<file path="config.mk">
export PLATFORM = sky130hd
export DESIGN_NAME = score_text_renderer
export DESIGN_NICKNAME = d
export VERILOG_FILES = /design/src/rtl/score_text_renderer_pkg.sv /design/src/rtl/score_text_renderer_font_rom.sv /design/src/rtl/score_text_renderer.sv
export SDC_FILE = /design/constraint.sdc
export NUM_CORES = 1
export LEC_CHECK = 0
export ABC_AREA = 1
export BUFFER_PORTS_ARGS = -buffer_cell sky130_fd_sc_hd__buf_2
export CAP_MARGIN = 10
export CORE_ASPECT_RATIO = 0.7
export CORE_MARGIN = 2
export CORE_UTILIZATION = 55
export DETAILED_ROUTE_END_ITERATION = 10
export PLACE_DENSITY = 0.79
export REMOVE_ABC_BUFFERS = 1
export SYNTH_ARGS = -nofsm -noshare
export SYNTH_HDL_FRONTEND = slang
export SYNTH_SLANG_ARGS = --single-unit
</file>
<file path="constraint.sdc">
create_clock -name Clk -period 1.3 [get_ports Clk]
set_input_delay 0.13 -clock Clk [delete_from_list [all_inputs] [get_ports Clk]]
set_output_delay 0.13 -clock Clk [all_outputs]
set_load 0.03 [all_outputs]
</file>
<file path="src/rtl/score_text_renderer_pkg.sv">
// Shared types, geometry constants and font helpers for the score text band renderer.
// The font is a seven-segment style face: each code lights a subset of segments a..g.
package score_text_renderer_pkg;

    typedef enum logic {
        StIdle,
        StFlash
    } flash_state_e;

    localparam int unsigned TEXT_COLS = 40;
    localparam int unsigned CELL_W    = 16;
    localparam int unsigned GLYPH_H   = 16;

    localparam logic [5:0] SCORE_FIRST_SLOT = 6'd21;
    localparam logic [5:0] SCORE_LAST_SLOT  = 6'd27;
    localparam logic [3:0] CODE_BLANK       = 4'hf;

    // Segment bits ordered {a, b, c, d, e, f, g}.
    function automatic logic [6:0] seg_mask(input logic [3:0] code);
        logic [6:0] m;
        case (code)
            4'h0:       m = 7'h7e;
            4'h1:       m = 7'h30;
            4'h2:       m = 7'h6d;
            4'h3:       m = 7'h79;
            4'h4:       m = 7'h33;
            4'h5:       m = 7'h5b;
            4'h6:       m = 7'h5f;
            4'h7:       m = 7'h70;
            4'h8:       m = 7'h7f;
            4'h9:       m = 7'h7b;
            4'ha:       m = 7'h77;
            4'hb:       m = 7'h1f;
            4'hc:       m = 7'h4e;
            4'hd:       m = 7'h3d;
            4'he:       m = 7'h4f;
            CODE_BLANK: m = 7'h00;
            default:    m = 7'h00;
        endcase
        return m;
    endfunction

    function automatic logic in_rows(input logic [3:0] row, input logic [3:0] lo,
                                     input logic [3:0] hi);
        return (row >= lo) && (row <= hi);
    endfunction

endpackage

</file>
<file path="src/rtl/score_text_renderer_font_rom.sv">
// Synchronous 256x8 glyph ROM, address {code, row}, one cycle read latency.
// Bit 7 of each byte is the leftmost glyph column.
module score_font_rom
    import score_text_renderer_pkg::*;
(
    input  logic       i_clk,
    input  logic       i_rst,
    input  logic [7:0] i_addr,
    output logic [7:0] o_data
);

    logic [3:0] w_code;
    logic [3:0] w_row;
    logic [6:0] w_seg;
    logic [7:0] w_byte;
    logic [7:0] r_data;

    assign w_code = i_addr[7:4];
    assign w_row  = i_addr[3:0];
    assign w_seg  = seg_mask(w_code);

    // Horizontal bars span columns 1..6, vertical bars are two columns wide.
    always_comb begin
        w_byte = 8'h00;
        if (w_seg[6] && in_rows(w_row, 4'd1, 4'd2))   w_byte = w_byte | 8'b0111_1110;
        if (w_seg[5] && in_rows(w_row, 4'd1, 4'd8))   w_byte = w_byte | 8'b0000_0110;
        if (w_seg[4] && in_rows(w_row, 4'd7, 4'd14))  w_byte = w_byte | 8'b0000_0110;
        if (w_seg[3] && in_rows(w_row, 4'd13, 4'd14)) w_byte = w_byte | 8'b0111_1110;
        if (w_seg[2] && in_rows(w_row, 4'd7, 4'd14))  w_byte = w_byte | 8'b0110_0000;
        if (w_seg[1] && in_rows(w_row, 4'd1, 4'd8))   w_byte = w_byte | 8'b0110_0000;
        if (w_seg[0] && in_rows(w_row, 4'd7, 4'd8))   w_byte = w_byte | 8'b0111_1110;
    end

    always_ff @(posedge i_clk or posedge i_rst) begin
        if (i_rst) begin
            r_data <= 8'h00;
        end else begin
            r_data <= w_byte;
        end
    end

    assign o_data = r_data;

endmodule

</file>
<file path="src/rtl/score_text_renderer.sv">
// Three-stage pixel pipeline drawing a 40-cell, 16-line text band, with the score
// digits (slots 21..27) flashing for a number of frames after each score change.
module score_text_renderer
    import score_text_renderer_pkg::*;
#(
    parameter logic [9:0] TEXT_Y0      = 10'd464,
    parameter logic [5:0] FLASH_FRAMES = 6'd32
) (
    input  logic       Clk,
    input  logic       Reset,
    input  logic [9:0] DrawX,
    input  logic [9:0] DrawY,
    input  logic       pixel_valid,
    input  logic       score_changed,
    output logic [5:0] CHAR_ADDR,
    input  logic [3:0] CHAR_DATA,
    output logic       text_on,
    output logic       text_valid
);

    localparam logic [10:0] BAND_END  = 11'(TEXT_Y0) + 11'(GLYPH_H);
    localparam logic [9:0]  VISIBLE_W = 10'(TEXT_COLS * CELL_W);

    logic       w_in_band;
    logic [3:0] w_row;
    logic [2:0] w_bit;
    logic       w_tick;
    logic [7:0] w_glyph;
    logic       w_blank;

    logic [5:0] r_char_addr;
    logic [3:0] r_row1;
    logic [2:0] r_bit1;
    logic       r_in_band1;
    logic       r_valid1;

    logic [2:0] r_bit2;
    logic       r_in_band2;
    logic       r_valid2;
    logic [5:0] r_slot2;

    logic       r_text_on;
    logic       r_text_valid;

    flash_state_e r_state, w_state_d;
    logic [5:0]   r_flash_cnt, w_cnt_d;

    assign w_in_band = pixel_valid && (DrawY >= TEXT_Y0) && ({1'b0, DrawY} < BAND_END)
                       && (DrawX < VISIBLE_W);
    // Only the low nibble of the band offset is needed, so subtract nibbles directly.
    assign w_row  = DrawY[3:0] - TEXT_Y0[3:0];
    assign w_bit  = 3'd7 - DrawX[3:1];
    assign w_tick = pixel_valid && (DrawX == 10'd0) && (DrawY == 10'd0);

    // Stage 1: slot address to the character source.
    always_ff @(posedge Clk or posedge Reset) begin
        if (Reset) begin
            r_char_addr <= 6'd0;
            r_row1      <= 4'd0;
            r_bit1      <= 3'd0;
            r_in_band1  <= 1'b0;
            r_valid1    <= 1'b0;
        end else begin
            r_char_addr <= w_in_band ? (DrawX[9:4] + 6'd1) : 6'd0;
            r_row1      <= w_row;
            r_bit1      <= w_bit;
            r_in_band1  <= w_in_band;
            r_valid1    <= pixel_valid;
        end
    end

    assign CHAR_ADDR = r_char_addr;

    // Stage 2: glyph byte fetch; side-band delayed to line up with the ROM output.
    score_font_rom u_font_rom (
        .i_clk  (Clk),
        .i_rst  (Reset),
        .i_addr ({CHAR_DATA, r_row1}),
        .o_data (w_glyph)
    );

    always_ff @(posedge Clk or posedge Reset) begin
        if (Reset) begin
            r_bit2     <= 3'd0;
            r_in_band2 <= 1'b0;
            r_valid2   <= 1'b0;
            r_slot2    <= 6'd0;
        end else begin
            r_bit2     <= r_bit1;
            r_in_band2 <= r_in_band1;
            r_valid2   <= r_valid1;
            r_slot2    <= r_char_addr;
        end
    end

    // Stage 3: pixel select and flash masking.
    assign w_blank = (r_state == StFlash) && r_flash_cnt[2]
                     && (r_slot2 >= SCORE_FIRST_SLOT) && (r_slot2 <= SCORE_LAST_SLOT);

    always_ff @(posedge Clk or posedge Reset) begin
        if (Reset) begin
            r_text_on    <= 1'b0;
            r_text_valid <= 1'b0;
        end else begin
            r_text_on    <= r_valid2 && r_in_band2 && w_glyph[r_bit2] && !w_blank;
            r_text_valid <= r_valid2;
        end
    end

    assign text_on    = r_text_on;
    assign text_valid = r_text_valid;

    always_ff @(posedge Clk or posedge Reset) begin
        if (Reset) begin
            r_state     <= StIdle;
            r_flash_cnt <= 6'd0;
        end else begin
            r_state     <= w_state_d;
            r_flash_cnt <= w_cnt_d;
        end
    end

    // A score change always reloads, even when it lands on a frame tick.
    always_comb begin
        w_state_d = r_state;
        w_cnt_d   = r_flash_cnt;
        case (r_state)
            StIdle: begin
                if (score_changed) begin
                    w_state_d = StFlash;
                    w_cnt_d   = FLASH_FRAMES;
                end
            end
            StFlash: begin
                if (score_changed) begin
                    w_cnt_d = FLASH_FRAMES;
                end else if (w_tick) begin
                    w_cnt_d = (r_flash_cnt == 6'd0) ? 6'd0 : (r_flash_cnt - 6'd1);
                    if (r_flash_cnt <= 6'd1) begin
                        w_state_d = StIdle;
                    end
                end
            end
            default: w_state_d = StIdle;
        endcase
    end

endmodule

</file>
==> results.ini <==
[sta]
rsz0062_at_grt=true
finalCriticalPeriod_ns=1.21
final.setup_skew_ns=0.00518
postLayoutSetupSlackWorst_ns=0.0851
finalSetupViolCount=0
worst_slew_pin_slew_ns=0.453
final-hold-violation-count=0
max_freq_ghz=0.823
max_slew_margin_vs_limit=0.698
timing_max_transition_violations_final=0
final.hold.worst_slack_ns=0.00992
min_period_over_period=0.935

[cts]
clock_latency_ns=0.29
cts.sinks=38
cts.htree.levels=2
clk_path_buf_depth=2
tritoncts_clock_tree=done
clk_transition_reported_paths_ns=0.08
clock-root-buffer=sky130_fd_sc_hd__clkbuf_8
cts_inserted_buffers=5

[critical_path]
criticalPathCategory=register to register
crit_path_start_kind=register
setup.worst_path.end_class=register
worst-endpoint-required_ns=1.49
rr_worst_depth=6
arrival_ns=1.41
cp_max_fo=4

[flow_run]
max-cap-violations=0

[power]
internal_power_mw=1.95
power_after_layout_mw=2.62
power_frac_clock=0.381
p_comb_frac=0.142
share_of_total_power_consumed_by_net_switching=0.256
switching_power_mw=0.670
power_frac_seq=0.477
power-per-cell-area_mw_per_mm2=1070
leakagePower_nw=1.37
max-vdd-ir-drop_v=0.000993

[drt]
drtPass1Iterations=5
route.detailed.wl_per_inst_um=11.1
antenna_violating_nets_left=0
initialDrtViolationCount=123
drc=0
vias=1698
via_per_inst=4.84
wirelength_mm=3.88

[synth]
instance_count_of_the_mapped_netlist=246
synth_enable_flop_cells=0
postSynthRegisterBits=38
postSynth.asyncResetShare=1.00
mappedNetlistArea_mm2=0.00197
synth.avg_cell_area_um2=8.02
yosysSeqAreaShare=0.482
dominantRegCellSynth=sky130_fd_sc_hd__dfrtp_1
synth.lib_cells_used.distinct=26
yosys_warnings=0

[global_routing]
grt_overflow=0
global_route.usage.total=0.223
initial_antenna_violation_count=0
grt_max_degree=39
grt_first_pass_wirelength_mm=6.56
vias_in_the_first_global_route=1487

[layout]
antenna_cells=0
design.final.nets=340
drive_gt1_frac=0.213
post_layout_nonfiller_instances=351
utilization=0.706
syn_to_final_growth_pct=24.0

[floorplanning]
die-area_mm2=0.00409
floorplan_row_count=18
io_pins=36
starting_density_of_the_core=0.569
chipWidth_um=75.6
floorplan.core_area_mm2=0.00347
floorplan.die.height_um=54.1

[place]
dp_cells=336
place_hpwl_mm=2.94
gpl.final_weighted_congestion=0.944
buffer_ports.inserted=35
placement.setup.worst_slack_ns=-0.00807

[run_status]
status=completed

[hold_path]
holdPathStages=2
timing.hold.worst.class=input port to register

==> path summary, 6_finish.rpt <==
check                               start              to  slack, ns
min in group asynchronous           Reset         text_on       0.48
setup / recovery           r_flash_cnt[0]  r_flash_cnt[4]       0.09
setup reg to reg           r_flash_cnt[0]  r_flash_cnt[4]       0.09
max in group asynchronous           Reset        r_valid2       0.50
hold reg to reg                 r_bit1[1]       r_bit2[1]       0.35
hold / removal                   DrawX[2]       r_bit1[1]       0.01
==> flip-flops by register name (all words and copies together), names as in the netlist, 3 cells and up <==
signal and cells:
CHAR_ADDR 6, r_flash_cnt 6, r_slot2 6, r_row1 4, r_bit1 3, r_bit2 3, u_font_rom.o_data 3
==> critical path, stage by stage (launching register included) <==
cell	delay, ns
sky130_fd_sc_hd__dfrtp_1	0.43
sky130_fd_sc_hd__inv_2	0.10
sky130_fd_sc_hd__ha_2	0.21
sky130_fd_sc_hd__nand3_1	0.09
sky130_fd_sc_hd__xor2_1	0.15
sky130_fd_sc_hd__nand3_1	0.08
sky130_fd_sc_hd__nand2_1	0.05
==> layer usage <==
metal | wire (µm) | GRT usage | vias up
li1 | - | - | 873
met1 | 1940 | 0.329 | 751
met2 | 1590 | 0.297 | 66
met3 | 293 | 0.0918 | 8
met4 | 58 | 0.0673 | 0
met5 | 0 | 0 | -
==> final cells by class <==
type,instances,area [µm²]
Clock buffer,5,68.8
Multi-Input combinational cell,166,876
Clock inverter,3,45.0
Fill cell,271,1020
Tap cell,50,62.6
Inverter,41,154
Timing Repair Buffer,48,290
Sequential cell,38,951
==> cells in the final DEF (no fill, tap or decap), types with 2 or more instances in the layout <==
cell,instances
sky130_fd_sc_hd__nand2_1,54
sky130_fd_sc_hd__dfrtp_1,38
sky130_fd_sc_hd__nor2_1,36
sky130_fd_sc_hd__buf_2,35
sky130_fd_sc_hd__inv_1,34
sky130_fd_sc_hd__nand3_1,23
sky130_fd_sc_hd__ha_1,11
sky130_fd_sc_hd__o21ai_0,7
sky130_fd_sc_hd__dlygate4sd3_1,7
sky130_fd_sc_hd__buf_4,6
sky130_fd_sc_hd__inv_2,5
sky130_fd_sc_hd__o21ai_1,5
sky130_fd_sc_hd__clkbuf_8,5
sky130_fd_sc_hd__nor2_2,4
sky130_fd_sc_hd__nor3_1,4
sky130_fd_sc_hd__o22ai_1,3
sky130_fd_sc_hd__xor2_1,3
sky130_fd_sc_hd__a21oi_1,2
sky130_fd_sc_hd__and2_1,2
sky130_fd_sc_hd__clkinv_1,2
sky130_fd_sc_hd__nand3_2,2
sky130_fd_sc_hd__clkinvlp_4,2
==> stage by stage <==
stage          setup TNS (ns)  cell area (µm²)
2_1_floorplan               0             1970
3_3_place_gp                0             2250
3_5_place_dp          -0.0109             2250
4_1_cts                     0             2420
5_1_grt               -0.0891             2450
6_report                    0             2450
==> synthesized netlist by cell type, drive strengths merged (3+ instances only) <==
master / number / share of area
dfrtp: 38 / 0.48
o21ai: 12 / 0.030
a21oi: 3 / 0.0095
inv: 39 / 0.074
xor2: 3 / 0.013
o22ai: 3 / 0.0095
ha: 12 / 0.076
nor2: 40 / 0.080
nor3: 4 / 0.010
nand2: 54 / 0.10
nand3: 25 / 0.063
==> cell families (layout without fill, tap and decap cells) <==
| family | after synthesis | in the layout | synth area share |
|---|---|---|---|
| xor+xnor | 4 | 4 | 0.0178 |
| buf+inv | 42 | 97 | 0.0818 |
| fa+ha+maj | 12 | 12 | 0.0761 |
| simple gates | 130 | 130 | 0.282 |
| flops | 38 | 38 | 0.482 |
| compound gates | 20 | 20 | 0.0602 |
==> power by group through the flow <==
stage          Clock, mW  Sequential [mW]  Combinational, mW
3_3_place_gp           0             1.27              0.339
5_1_grt             1.08             1.25              0.428
4_1_cts             1.02             1.25              0.362
2_1_floorplan          0             1.27              0.216
6_report           0.997             1.25              0.371
3_5_place_dp           0             1.27              0.348
==> timing repair <==
| item | CTS | global route |
|---|---|---|
| setup buffers | 0 | 0 |
| hold buffers | 6 | 1 |
| resized for setup | 0 | 6 |
| hold endpoints to repair | 43 | 1 |
| endpoints found under the setup margin | 0 | 6 |
Power figures use the tool's default switching activity.
